**config.mk**
```make
export PLATFORM = sky130hd
export DESIGN_NAME = inv_drive_sequencer
export DESIGN_NICKNAME = d
export VERILOG_FILES = /design/src/rtl/inv_drive_sequencer_pkg.sv /design/src/rtl/inv_leg_interlock.sv /design/src/rtl/inv_drive_sequencer.sv
export SDC_FILE = /design/constraint.sdc
export NUM_CORES = 1
export LEC_CHECK = 0
export CORE_ASPECT_RATIO = 1.4
export CORE_MARGIN = 4
export CORE_UTILIZATION = 30
export DETAILED_ROUTE_END_ITERATION = 6
export GPL_TIMING_DRIVEN = 0
export SYNTH_ARGS = -nofsm -noshare
export SYNTH_HDL_FRONTEND = slang
export SYNTH_SLANG_ARGS = --single-unit
```
**constraint.sdc**
```tcl
create_clock -name CLK0 -period 9.2 [get_ports CLK0]
set_clock_uncertainty 0.15 [all_clocks]
set_input_delay 1.84 -clock CLK0 [delete_from_list [all_inputs] [get_ports CLK0]]
set_output_delay 1.84 -clock CLK0 [all_outputs]
set_load 0.005 [all_outputs]
```
**src/rtl/inv_drive_sequencer_pkg.sv**
```systemverilog
// rtl/inv_drive_sequencer_pkg.sv - shared states, fault codes and timing defaults for the inverter sequencer
package inv_drive_sequencer_pkg;

  typedef enum logic [2:0] {
    ST_IDLE  = 3'd0,
    ST_CLOSE = 3'd1,
    ST_ARM   = 3'd2,
    ST_RUN   = 3'd3,
    ST_STOP  = 3'd4,
    ST_FAULT = 3'd5
  } state_t;

  localparam logic [2:0] FAULT_NONE     = 3'd0;
  localparam logic [2:0] FAULT_SO1      = 3'd1;
  localparam logic [2:0] FAULT_SO2      = 3'd2;
  localparam logic [2:0] FAULT_SO3      = 3'd3;
  localparam logic [2:0] FAULT_OTEMP    = 3'd4;
  localparam logic [2:0] FAULT_PWM_LOSS = 3'd5;
  localparam logic [2:0] FAULT_SHOOT    = 3'd6;

  localparam int CONTACT_CYC_DEF  = 500000;
  localparam int ENABLE_CYC_DEF   = 500;
  localparam int PWM_LOSS_CYC_DEF = 50000;
  localparam int DEADTIME_CYC_DEF = 50;

  localparam int STATE_CNT_W = 19;
  localparam int LOSS_CNT_W  = 17;

  // Lowest code wins when several faults are present in the same cycle.
  function automatic logic [2:0] first_fault(input logic [2:0] so, input logic otemp,
                                             input logic loss, input logic shoot);
    logic [2:0] code;
    code = FAULT_NONE;
    if (so[0])      code = FAULT_SO1;
    else if (so[1]) code = FAULT_SO2;
    else if (so[2]) code = FAULT_SO3;
    else if (otemp) code = FAULT_OTEMP;
    else if (loss)  code = FAULT_PWM_LOSS;
    else if (shoot) code = FAULT_SHOOT;
    return code;
  endfunction

endpackage

```
**src/rtl/inv_leg_interlock.sv**
```systemverilog
// rtl/inv_leg_interlock.sv - dead-time interlock for one complementary bridge leg
module inv_leg_interlock
  import inv_drive_sequencer_pkg::*;
#(
  parameter int DEADTIME_CYC = DEADTIME_CYC_DEF
) (
  input  logic CLK0,
  input  logic RST,
  input  logic a,
  input  logic b,
  output logic ga,
  output logic gb,
  output logic shoot
);

  localparam int CW = (DEADTIME_CYC < 1) ? 1 : $clog2(DEADTIME_CYC + 1);
  localparam logic [CW-1:0] DT = CW'(DEADTIME_CYC);

  logic [CW-1:0] cnt_a;
  logic [CW-1:0] cnt_b;

  // A side is released only once its input has been high, with the other side quiet, for DT cycles.
  always_comb begin
    shoot = a & b;
    ga    = a & ~b & (cnt_a == DT);
    gb    = b & ~a & (cnt_b == DT);
  end

  always_ff @(posedge CLK0) begin
    if (RST) begin
      cnt_a <= '0;
      cnt_b <= '0;
    end else begin
      if (!a || b || gb)   cnt_a <= '0;
      else if (cnt_a != DT) cnt_a <= cnt_a + 1'b1;
      if (!b || a || ga)   cnt_b <= '0;
      else if (cnt_b != DT) cnt_b <= cnt_b + 1'b1;
    end
  end

endmodule

```
**src/rtl/inv_drive_sequencer.sv**
```systemverilog
// rtl/inv_drive_sequencer.sv - start/stop/fault sequencer for one inverter bridge
module inv_drive_sequencer
  import inv_drive_sequencer_pkg::*;
#(
  parameter int CONTACT_CYC  = CONTACT_CYC_DEF,
  parameter int ENABLE_CYC   = ENABLE_CYC_DEF,
  parameter int PWM_LOSS_CYC = PWM_LOSS_CYC_DEF,
  parameter int DEADTIME_CYC = DEADTIME_CYC_DEF
) (
  input  logic       CLK0,
  input  logic       RST,
  input  logic       CMD_START,
  input  logic       CMD_STOP,
  input  logic       CMD_CLR,
  input  logic [5:0] PWM,
  input  logic [2:0] SO,
  input  logic       WG1,
  input  logic       BP_ON,
  output logic [5:0] DR,
  output logic       ENABLE,
  output logic       TRIP1,
  output logic       CONTACTOR,
  output logic [2:0] STATE,
  output logic [2:0] FAULT_CODE,
  output logic       BYP_REQ,
  output logic       FAULT_IRQ
);

  localparam logic [STATE_CNT_W-1:0] CONTACT_LAST = STATE_CNT_W'(CONTACT_CYC - 1);
  localparam logic [STATE_CNT_W-1:0] ENABLE_LAST  = STATE_CNT_W'(ENABLE_CYC - 1);
  localparam logic [STATE_CNT_W-1:0] ENABLE_HOLD  = STATE_CNT_W'(ENABLE_CYC);
  localparam logic [LOSS_CNT_W-1:0]  LOSS_LIMIT   = LOSS_CNT_W'(PWM_LOSS_CYC);

  logic [5:0] pwm_m, pwm_s, pwm_prev;
  logic [2:0] so_m, so_s;
  logic       wg1_m, wg1_s;
  logic       bp_m, bp_s;

  state_t                 state, next_state;
  logic [STATE_CNT_W-1:0] state_cnt, state_cnt_d;
  logic [LOSS_CNT_W-1:0]  loss_cnt, loss_cnt_d;

  logic [5:0] gate;
  logic [2:0] shoot;
  logic       in_run;
  logic       pwm_loss;
  logic [2:0] fault_now;
  logic       fault_active;
  logic       byp_set;

  logic [5:0] dr_d;
  logic       enable_d;
  logic       contactor_d;
  logic       trip_d;

  for (genvar i = 0; i < 3; i++) begin : g_leg
    inv_leg_interlock #(.DEADTIME_CYC(DEADTIME_CYC)) u_leg (
      .CLK0  (CLK0),
      .RST   (RST),
      .a     (pwm_s[2*i]),
      .b     (pwm_s[2*i+1]),
      .ga    (gate[2*i]),
      .gb    (gate[2*i+1]),
      .shoot (shoot[i])
    );
  end

  // PWM loss and shoot-through only mean something while the bridge is switching.
  always_comb begin
    in_run       = (state == ST_RUN);
    pwm_loss     = in_run && (loss_cnt >= LOSS_LIMIT);
    fault_now    = first_fault(so_s, ~wg1_s, pwm_loss, in_run && (|shoot));
    fault_active = (fault_now != FAULT_NONE);
    loss_cnt_d   = '0;
    if (in_run && (pwm_s == pwm_prev))
      loss_cnt_d = (loss_cnt == '1) ? loss_cnt : loss_cnt + 1'b1;
  end

  always_comb begin
    next_state = state;
    byp_set    = 1'b0;
    case (state)
      ST_IDLE: begin
        if (fault_active)                 next_state = ST_FAULT;
        else if (CMD_START && !CMD_STOP)  next_state = ST_CLOSE;
      end
      ST_CLOSE: begin
        if (fault_active)                 next_state = ST_FAULT;
        else if (CMD_STOP)                next_state = ST_STOP;
        else if (state_cnt == CONTACT_LAST) next_state = ST_ARM;
      end
      ST_ARM: begin
        if (fault_active)                 next_state = ST_FAULT;
        else if (CMD_STOP)                next_state = ST_STOP;
        else if (state_cnt == ENABLE_LAST) next_state = ST_RUN;
      end
      ST_RUN: begin
        if (fault_active)                 next_state = ST_FAULT;
        else if (CMD_STOP || !bp_s) begin
          next_state = ST_STOP;
          byp_set    = !bp_s;
        end
      end
      ST_STOP: begin
        if (fault_active)                 next_state = ST_FAULT;
        else if (state_cnt >= ENABLE_HOLD) next_state = ST_IDLE;
      end
      ST_FAULT: begin
        if (CMD_CLR && !fault_active)     next_state = ST_IDLE;
      end
      default: next_state = ST_IDLE;
    endcase
  end

  // Outputs are decoded from the state being entered so they register on the same edge as the state.
  always_comb begin
    state_cnt_d = '0;
    if (next_state == state)
      state_cnt_d = (state_cnt == '1) ? state_cnt : state_cnt + 1'b1;
    dr_d        = '0;
    enable_d    = 1'b1;
    contactor_d = 1'b0;
    trip_d      = 1'b0;
    case (next_state)
      ST_CLOSE: contactor_d = 1'b1;
      ST_ARM: begin
        contactor_d = 1'b1;
        enable_d    = 1'b0;
      end
      ST_RUN: begin
        contactor_d = 1'b1;
        enable_d    = 1'b0;
        dr_d        = gate;
      end
      ST_STOP: begin
        contactor_d = 1'b1;
        enable_d    = ENABLE || (state_cnt_d >= ENABLE_HOLD);
      end
      ST_FAULT: trip_d = 1'b1;
      default: ;
    endcase
  end

  always_ff @(posedge CLK0) begin
    if (RST) begin
      pwm_m      <= '0;
      pwm_s      <= '0;
      pwm_prev   <= '0;
      so_m       <= '0;
      so_s       <= '0;
      wg1_m      <= 1'b1;
      wg1_s      <= 1'b1;
      bp_m       <= 1'b1;
      bp_s       <= 1'b1;
      state      <= ST_IDLE;
      state_cnt  <= '0;
      loss_cnt   <= '0;
      DR         <= '0;
      ENABLE     <= 1'b1;
      TRIP1      <= 1'b0;
      CONTACTOR  <= 1'b0;
      FAULT_CODE <= FAULT_NONE;
      BYP_REQ    <= 1'b0;
      FAULT_IRQ  <= 1'b0;
    end else begin
      pwm_m     <= PWM;
      pwm_s     <= pwm_m;
      pwm_prev  <= pwm_s;
      so_m      <= SO;
      so_s      <= so_m;
      wg1_m     <= WG1;
      wg1_s     <= wg1_m;
      bp_m      <= BP_ON;
      bp_s      <= bp_m;
      state     <= next_state;
      state_cnt <= state_cnt_d;
      loss_cnt  <= loss_cnt_d;
      DR        <= dr_d;
      ENABLE    <= enable_d;
      TRIP1     <= trip_d;
      CONTACTOR <= contactor_d;
      FAULT_IRQ <= (next_state == ST_FAULT) && (state != ST_FAULT);
      if ((next_state == ST_FAULT) && (state != ST_FAULT))
        FAULT_CODE <= fault_now;
      else if ((state == ST_FAULT) && (next_state == ST_IDLE))
        FAULT_CODE <= FAULT_NONE;
      if (byp_set)      BYP_REQ <= 1'b1;
      else if (CMD_CLR) BYP_REQ <= 1'b0;
    end
  end

  assign STATE = state;

endmodule

```
# After elaboration in Yosys (flattened, before gate mapping)
# Index checks and enable logic that the tools add are counted.
op_classes:
  addsub: 8
  n_lt_le_gt_ge: 3
  n_eq_ne: 29
  mux: 32
  bitwise_logic: 23
  reduce_logical: 46
ops:
  columns: ["operator", "count"]
  rows:
  - ["2-to-1 mux 3 bit", 21]
  - ["== test 19 bit, second input constant", 2]
  - ["greater-or-equal comparator 19 x 9 -> 1 bit, second input constant", 2]
  - ["2-to-1 mux 19 bit", 2]
  - ["adder 6 x 1 -> 6 bit, second input constant", 6]
  - ["== test 6 bit, second input constant", 6]
  - ["!= test 6 bit, second input constant", 6]
  - ["adder 19 x 1 -> 19 bit, second input constant", 1]
  - ["== test 19 x 9 -> 1 bit, second input constant", 1]
  - ["one-hot mux 3 bit (6 select lines)", 1]
  - ["OR reduction 2 bit", 9]
  - ["adder 17 x 1 -> 17 bit, second input constant", 1]
  - ["== test 17 bit, second input constant", 1]
  - ["greater-or-equal comparator 17 x 16 -> 1 bit, second input constant", 1]
  - ["bitwise AND 1 bit", 15]
  - ["logical OR 1 bit", 14]
  - ["== test 3 x 2 -> 1 bit, second input constant", 4]
  - ["== test 3 bit, second input constant", 4]
  - ["logical NOT 1 bit", 9]
  - ["NOT 1 bit", 8]
  - ["logical AND 1 bit", 7]
  - ["2-to-1 mux 1 bit", 7]
  - ["== test 3 x 1 -> 1 bit, second input constant", 2]
  - ["== test 6 bit", 1]
  - ["other kinds (8)", 10]
totals:
  reg_bits: 117
  inputBits: 16

# Depth between registers and ports, before layout
# Gate-level depths: netlist of the first run.
logic_depth:
  word_depth: 19
  ltp_mapped: 12
  ltp_nobuf: 12

# Cells and area by module
# From an unflattened synthesis of the first run, not the netlist that was laid out.
unflattened:
  cells_unflattened: 617
  area_unflattened_um2: 5690.5
modules_own_cells:
  columns: ["mod", "n_inst", "cells_per_inst", "area_each_um2"]
  rows:
  - ["inv_drive_sequencer", 1, 422, 3802.4]
  - ["inv_leg_interlock", 3, 65, 629.4]

# Worst setup path after synthesis of the first run
# Ideal clock, no wire load.
synth_timing:
  path_type: "in2reg"
  startpoint: "input port CMD_STOP"
  endpoint: "register FAULT_CODE[2]"
  setup_time_ns: 0.079
  arrival_time_ns: 3.249
  slack_ns: 5.722
  cell_stages: 7
  path_cell_list: "or2_2 > a211oi_1 > a31oi_1 > and3_1 > buf_6 > or4b_1 > o211ai_1"
synth_via:
  elab_chain_cells: 8
synth_lines:
  columns: ["item", "line_no", "rtl"]
  rows:
  - ["start, declared", "inv_drive_sequencer.sv:13", "input logic CMD_STOP,"]
  - ["logical NOT 1 bit", "inv_drive_sequencer.sv:85", "else if (CMD_START && !CMD_STOP) next_state = ST_CLOSE;"]
  - ["logical AND 1 bit", "inv_drive_sequencer.sv:85", null]
  - ["2-to-1 mux 3 bit", "inv_drive_sequencer.sv:85", null]
  - ["2-to-1 mux 3 bit", "inv_drive_sequencer.sv:84", "if (fault_active) next_state = ST_FAULT;"]
  - ["one-hot mux 3 bit (6 select lines) (*)", "inv_drive_sequencer.sv:82", "case (state)"]
  - ["== test 3 bit or logical NOT 3 bit (tied branches)", "inv_drive_sequencer.sv:183, inv_drive_sequencer.sv:185", null]
  - ["logical AND 1 bit (on tied branches)", "inv_drive_sequencer.sv:183, inv_drive_sequencer.sv:185", null]
  - ["2-to-1 mux 3 bit or nonzero test 2 bit (tied branches)", null, null]
  - ["end signal, assigned", "inv_drive_sequencer.sv:184", "FAULT_CODE <= fault_now;"]
  - ["end, declared", "inv_drive_sequencer.sv:24", "output logic [2:0] FAULT_CODE,"]
# Mark *: on every way between the ends. The rest lies on a longest branch, timed or not.
# A chain may end at the register's enable or synchronous reset.

# Final worst setup path of the first run
layout_timing:
  startpoint: "input port CMD_STOP"
  endpoint: "register DR[5]"
layout_via:
  elab_chain_cells: 8
layout_lines:
  columns: ["item", "line_no", "rtl"]
  rows:
  - ["logical NOT 1 bit", "inv_drive_sequencer.sv:85", null]
  - ["logical AND 1 bit", "inv_drive_sequencer.sv:85", null]
  - ["2-to-1 mux 3 bit", "inv_drive_sequencer.sv:85", null]
  - ["2-to-1 mux 3 bit", "inv_drive_sequencer.sv:84", null]
  - ["one-hot mux 3 bit (6 select lines) (*)", "inv_drive_sequencer.sv:82", null]
  - ["== test 3 x 2 -> 1 bit (*)", "inv_drive_sequencer.sv:124", "case (next_state)"]
  - ["NOT 1 bit (no line) (*)", null, null]
  - ["OR reduction 2 bit (no line) (*)", null, null]
  - ["end signal, assigned", "inv_drive_sequencer.sv:178", "DR <= dr_d;"]
  - ["end, declared", "inv_drive_sequencer.sv:19", "output logic [5:0] DR,"]
# Marked as above.

==> results of run 1 <==
worst max-delay path: stages:
cell and delay [ns]:
clkdlybuf4s50_1 0.44, or2_2 0.32, a211oi_1 0.23, a31oi_1 0.11
and3_1 0.21, buf_6 0.14, nor3_2 0.38, and4bb_2 0.29
flip-flops by register name, summed over array words and instances, names as in the netlist:
register           count
state_cnt             19
loss_cnt              17
CONTACTOR              1
g_leg.u_leg.cnt_b     18
pwm_prev               6
wg1_m                  1
FAULT_CODE             3
pwm_m                  6
ENABLE                 1
STATE                  3
BYP_REQ                1
so_s                   3
FAULT_IRQ              1
bp_m                   1
DR                     6
g_leg.u_leg.cnt_a     18
so_m                   3
bp_s                   1
TRIP1                  1
wg1_s                  1
pwm_s                  6
through the flow:
step / setup slack, ns / utilization, % / hold slack, ns
after floorplan: 5.72 / - / 0.239
final: 5.44 / 37.8 / 0.261
after detailed placement: 5.00 / 33.9 / 0.247
after CTS: 5.43 / 37.8 / 0.265
after global placement: 5.00 / 33.9 / 0.250
after global routing: 5.30 / 37.8 / 0.285
cells by family after synthesis:
| family | after synthesis | synth area share [%] |
|---|---|---|
| flops | 117 | 46.1 |
| compound gates | 58 | 7.75 |
| xor+xnor | 62 | 10.7 |
| fa+ha+maj | 17 | 4.18 |
| buf+inv | 33 | 2.66 |
| simple gates | 280 | 28.1 |
| mux | 3 | 0.591 |
cells in the mapped netlist, types with 6 or more instances:
cell,n
ha_1,17
a21oi_1,19
nor4_1,6
xor2_1,32
and3_1,10
nand4_1,16
inv_1,21
nor2_1,102
o211ai_1,6
nor2b_1,30
dfxtp_1,117
clkbuf_1,10
or2_2,7
nand2_1,28
xnor2_1,30
o21ai_0,8
nor3_1,18
nand3_1,29
or3_1,6
per-layer routing:
metal	GRT usage [%]	share of wire (%)	up-vias	wire length [µm]
li1	-	-	2068	-
met2	20.4	51	44	5400
met1	13.3	45	1838	4720
met5	0	0	-	0
met3	2.79	2.4	15	248
met4	4.64	1.4	0	144
cell type report:
type                            count  area (µm²)
Inverter                           21        78.8
Clock buffer                       19         443
Sequential cell                   117        2340
Clock inverter                     13         205
Buffer                             12        56.3
Timing Repair Buffer               32         320
Tap cell                          203         254
Fill cell                        1678       10400
Multi-Input combinational cell    420        2610
report_power, final:
part	internal (mW)	switching [mW]
sequential	0.518	0.00775
clock	0.486	0.235
combinational	0.0310	0.0357
how the worst max path moves through the flow:
stage             start                          to  slack, ns
2_1_floorplan  CMD_STOP  FAULT_CODE[2]$_SDFFE_PP0P_       5.72
3_3_place_gp   CMD_STOP    state_cnt[16]$_SDFF_PP0_       5.00
3_5_place_dp   CMD_STOP            DR[5]$_SDFF_PP0_       5.00
4_1_cts        CMD_STOP            DR[5]$_SDFF_PP0_       5.43
5_1_grt        CMD_STOP    state_cnt[16]$_SDFF_PP0_       5.30
6_report       CMD_STOP            DR[5]$_SDFF_PP0_       5.44
==> results.md, run 1 <==
* Most common cell after layout, fill and taps aside: dfxtp_1
* Crit path capture type: register
* VDD IR-drop max at 0.117 mV
* Synth top area cells: dfxtp_1 46%, nor2_1 7.5%, xor2_1 5.5%
* Layout cells sized above 1 at 6.94%
* Vias/cell at 4.74
* Max_cap viols at 0
* Hold Crit Endpoint: bp_s$_SDFF_PP1_
* Yosys Warn Count at 0
* CTS resizes at 0
* Ys async rst share at 0%
* Reg2Reg Depth at 8
* Synth-to-layout area growth at 24.0%
* Ant. Diodes at 0
* Vias in the first global route at 3,774
* CTS Root Cell: clkbuf_16
* Leakage power at 2.23 nW
* WL final at 10.5 mm
* Reg2reg setup slack at 5.82 ns
* Initial core utilization at 30.5%
* RSZ-0062 raised after global routing: no
* Max Slew Vio Count at 0
* Initial antenna violation count at 0
* Setup TNS at 0 ns
* Synth area leader: dfxtp_1
* Outcome: finished clean
* Hold Path Origin: bp_m$_SDFF_PP1_
* Post-Layout Inst Area at 6310 µm²
* GP Congestion at 0.801
* DR vias at 3,965
* Hold_buf cts at 0
* 1st-iter DRT viols at 201
* Commonest cells after routing, fill and taps aside: 117 x dfxtp_1, 102 x nor2_1, 32 x xor2_1, 32 x clkdlybuf4s50_1
* Number of synthesized flops with an enable pin at 0
* CTS Sinks at 117
* Core ar. at 16,700 µm²
* Die Width at 118 µm
* Final setup violation count at 0
* Hold path depth at 1
* DRC Markers at 0
* Net Count, Synth at 603
* Pin slew with the least headroom to its limit at 1.05 ns
* CTS tree: built
* Routed len/inst at 12.6 µm
* Cell area after synthesis at 5080 µm²
* Final #Nets at 654
* Die Height at 162 µm
* H-Tree Depth at 4
* Worst-Skew Late Latency at 0.41 ns
* Worst hold-check path type: register to register
* Global route overflow at 0
* Cts bufs inserted at 17
* Yosys top cell area share at 46.1%
* Rows at 56
* Distinct cells, synth at 48
* Antenna viol nets, final at 0
* IO buf count at 32
* Slew Limit Headroom at 29.1%
* Placed inst area at 5660 µm²
* Clock buffer depth at 2
* Largest net degree at the start of global routing at 17
* DP HPWL at 7.54 mm
* Startpoint types: primary input
* Die area at 19,100 µm²
* RR Endpoint: state_cnt[16]$_SDFF_PP0_
* Power Total at 1.31 mW
* Fin crit share at 40.9%
* Critical Path Fanout Max at 10
* Worst r2r src: state_cnt[11]$_SDFF_PP0_
* Most common flop cell mapped by yosys: dfxtp_1
* F_max at 266 MHz
* First-pass iteration count of the detailed router at 4
* Fin cells at 837
* Post-CTS setup buffer count at 0
* Register area share after synthesis at 46.1%
* Total GRT Usage at 11.5%
* Power Density at 208 nW/µm²
* Synthesis-stage register bit count at 117
* Worst EP required at 9.40 ns
* CTS clock-pin slew for the worst setup and hold paths at 0.05 ns
* Tmin final at 3.76 ns
* Placed Cells at 805
* Final hold violation count at 0
* Mapped Cells at 570
* CP Data Arrival Time at 3.96 ns
* Critical path class: primary input to register
* Global-route wire length before repair at 18.0 mm
* Avg Cell Area, Syn at 8.92 µm²
* Ports at 33
(Power assumes the default switching activity.)
==> run 2, diff against run 1 <==
clock period = 3.08 ns   (was 9.2 ns; I/O delays follow)
==> run 2 against run 1 <==
- the flow now finishes with violations (negative setup slack)
- register-to-register slack got worse by 5.9 ns
- first-iteration DRC count shrank 7.5%
- global-route usage grew 0.21 points
- clock-buffer cell count stayed put
- via count grew 1.8%
- hold slack gained 0.00085 ns
- wire length is 2.4% higher
- utilization is 1.1 points higher
- highest routed layer unchanged
- worst setup slack worse by 5.5 ns
- die area is the same
==> results.md, run 2 (synthesis gave the netlist of run 1 again) <==
* Outcome: finished, violations left
* Failing checks: negative setup slack
* Fin crit share at 102%
* DP HPWL at 7.54 mm (unchanged)
* Placed inst area at 5660 µm² (unchanged)
* Ports at 33 (unchanged)
* Final hold violation count at 0 (unchanged)
* Die area at 19,100 µm² (unchanged)
* Max stage delay on crit path at 0.51 ns (+0.07 ns)
* Critical path class: register to register
* Die Height at 162 µm (unchanged)
* CTS tree: built
* 1st-iter DRT viols at 186 (-7.5%)
* Met1 GRT Util at 13.5% (+0.17 points)
* CTS Sinks at 117 (unchanged)
* CP cell instances: or4_4, or4_4, or3_1, a221o_1, and3_1, buf_6, or4b_4, o211ai_1
* Sw Share at 21.4% (+0.19 points)
* First-pass iteration count of the detailed router at 4 (unchanged)
* Worst-Skew Late Latency at 0.41 ns (about the same)
* Internal power at 3.11 mW (+200%)
* Combinational Power Share at 6.0% (+0.9 points)
* Die Width at 118 µm (unchanged)
* Top reg by flops: state_cnt
* Crit path max-delay family: simple AND/OR/NAND/NOR gates
* CP Data Arrival Time at 3.33 ns (-0.63 ns)
* Largest register FFs at 19 (unchanged)
* Power Density at 610 nW/µm² (+190%)
* Leakage power at 2.29 nW (+2.5%)
* Vias in the first global route at 3,843 (+1.8%)
* RR Endpoint: FAULT_CODE[2]$_SDFFE_PP0P_
* Max_cap viols at 0 (unchanged)
* Commonest cells after routing, fill and taps aside: 112 x dfxtp_1, 102 x nor2_1, 32 x xor2_1, 32 x clkdlybuf4s50_1
* Most common cell after layout, fill and taps aside: dfxtp_1
* DR vias at 4,038 (+1.8%)
* Hold path depth at 1 (unchanged)
* Top cell by count, worst path: or4_4
* Switching power at 0.846 mW (+200%)
* H-Tree Depth at 4 (unchanged)
* DRC Markers at 0 (unchanged)
* Worst r2r src: state_cnt[13]$_SDFF_PP0_
* Setup TNS at -0.0981 ns (-0.0981 ns)
* Rows at 56 (unchanged)
* Cts bufs inserted at 17 (unchanged)
* CTS clock-pin slew for the worst setup and hold paths at 0.06 ns (about the same)
* Largest net degree at the start of global routing at 17 (unchanged)
* Antenna viol nets, final at 0 (unchanged)
* Vias/cell at 4.78 (+1.0%)
* Top Registers: state_cnt (19), g_leg.u_leg.cnt_a (18), g_leg.u_leg.cnt_b (18)
* Worst EP required at 3.27 ns (-6.13 ns)
* Routed len/inst at 12.8 µm (+1.6%)
* Hold_buf cts at 0 (unchanged)
* Global-route wire length before repair at 18.3 mm (+1.9%)
* Critical Path Fanout Max at 4 (-6)
* Buf+Inv Stages, Crit Path at 1 (-1)
* Global route overflow at 0 (unchanged)
* Synth-to-layout area growth at 27.6%
* Final setup violation count at 3 (+3)
* IO buf count at 32 (unchanged)
* Grt met3 use at 2.82% (+0.035 points)
* Pin slew with the least headroom to its limit at 0.638 ns (-0.416 ns)
* Total GRT Usage at 11.7% (+0.21 points)
* Core ar. at 16,700 µm² (unchanged)
* Power Total at 3.96 mW (+200%)
* Hold Crit Endpoint: bp_s$_SDFF_PP1_
* Worst hold-check path type: register to register
* GP Congestion at 0.801 (unchanged)
* Met2 GRT Util at 20.8% (+0.42 points)
* Most crowded layer after global routing: met2
* Max Slew Vio Count at 0 (unchanged)
* Pre-CTS setup slack at -0.331 ns (-5.33 ns)
* Worst setup slack after layout at -0.0621 ns (-5.50 ns)
* WL final at 10.8 mm (+2.4%)
* F_max at 318 MHz
* VDD IR-drop max at 0.351 mV (+200%)
* Clk network pwr share at 54.3% (-0.6 points)
* CTS Root Cell: clkbuf_16
* Slowest stage cell, crit path: or4_4
* RSZ-0062 raised after global routing: yes
* Final #Nets at 661 (+1.1%)
* Initial antenna violation count at 0 (unchanged)
* Tmin final at 3.14 ns
* Slew Limit Headroom at 57.4% (+28 points)
* Post-Layout Inst Area at 6490 µm² (+2.9%)
* Crit path capture type: register
* Flop pwr share at 39.6% (-0.4 points)
* Startpoint types: register
* Reg2reg setup slack at -0.06 ns (-5.88 ns)
* Reg2Reg Depth at 8 (unchanged)
* Hold Path Origin: bp_m$_SDFF_PP1_
* Clock buffer depth at 2 (unchanged)
* Ant. Diodes at 0 (unchanged)
* Layout cells sized above 1 at 11.2% (+4.3 points)
* Initial core utilization at 30.5% (unchanged)
## run 2: changes by cell type in the layout (fill, tap and decap cells not counted), moves of 3 or more
cell and delta:
or4_4 +3, or4_1 -3, buf_6 +4, dfxtp_1 -5
buf_4 +3, dfxtp_2 +3
## run 2: how the worst max path moves through the flow
stage                                             to                      from  cells after the start
after floorplan           FAULT_CODE[2]$_SDFFE_PP0P_  state_cnt[11]$_SDFF_PP0_                      8
after CTS                   state_cnt[17]$_SDFF_PP0_       STATE[1]$_SDFF_PP0_                      8
after global routing      FAULT_CODE[2]$_SDFFE_PP0P_  state_cnt[13]$_SDFF_PP0_                      8
final                     FAULT_CODE[2]$_SDFFE_PP0P_  state_cnt[13]$_SDFF_PP0_                      8
after detailed placement    state_cnt[16]$_SDFF_PP0_  state_cnt[11]$_SDFF_PP0_                      8
after global placement      state_cnt[16]$_SDFF_PP0_  state_cnt[11]$_SDFF_PP0_                      8
## run 2: stage by stage
stage | hold slack, ns | cells | util [%]
after floorplan | 0.239 | 570 | -
after detailed placement | 0.247 | 805 | 33.9
after global placement | 0.250 | 805 | 33.9
after CTS | 0.265 | 842 | 38.3
after global routing | 0.285 | 844 | 38.9
final | 0.262 | 844 | 38.9
## run 2: layout make-up
class                   count  area, µm²
clock inverters            13        205
plain buffers              12       61.3
fillers                  1662      10200
clock buffers              19        443
repair buffers             39        384
multi-input cells         420       2710
inverters                  21       78.8
flip-flops and latches    117       2350
well taps                 203        254
## run 2: per-layer routing
layer | up-vias | routed length, µm
met1 | 1878 | 4760
li1 | 2080 | -
met4 | 0 | 206
met5 | - | 0
met3 | 24 | 264
met2 | 56 | 5540
## run 2: what timing repair did
action / 4_1_cts / 5_1_grt
endpoints found under the setup margin: 29 / 31
pin swaps: 8 / 3
cloned: 0 / 1
resized for setup: 12 / 21
setup buffers: 5 / 1
## run 2: power by group through the flow
stage          sequential (mW)  combinational, mW  clock, mW
4_1_cts                   1.57              0.217       2.19
6_report                  1.57              0.239       2.15
3_3_place_gp              1.60              0.201          0
5_1_grt                   1.57              0.262       2.26
2_1_floorplan             1.60              0.122          0
3_5_place_dp              1.60              0.201          0
==> run 3, diff against run 2 <==
SKIP_LAST_GASP = 1   (was not set)
==> results of run 3 <==
Same layout as run 2: the final DEF is identical, and so are final timing and power.
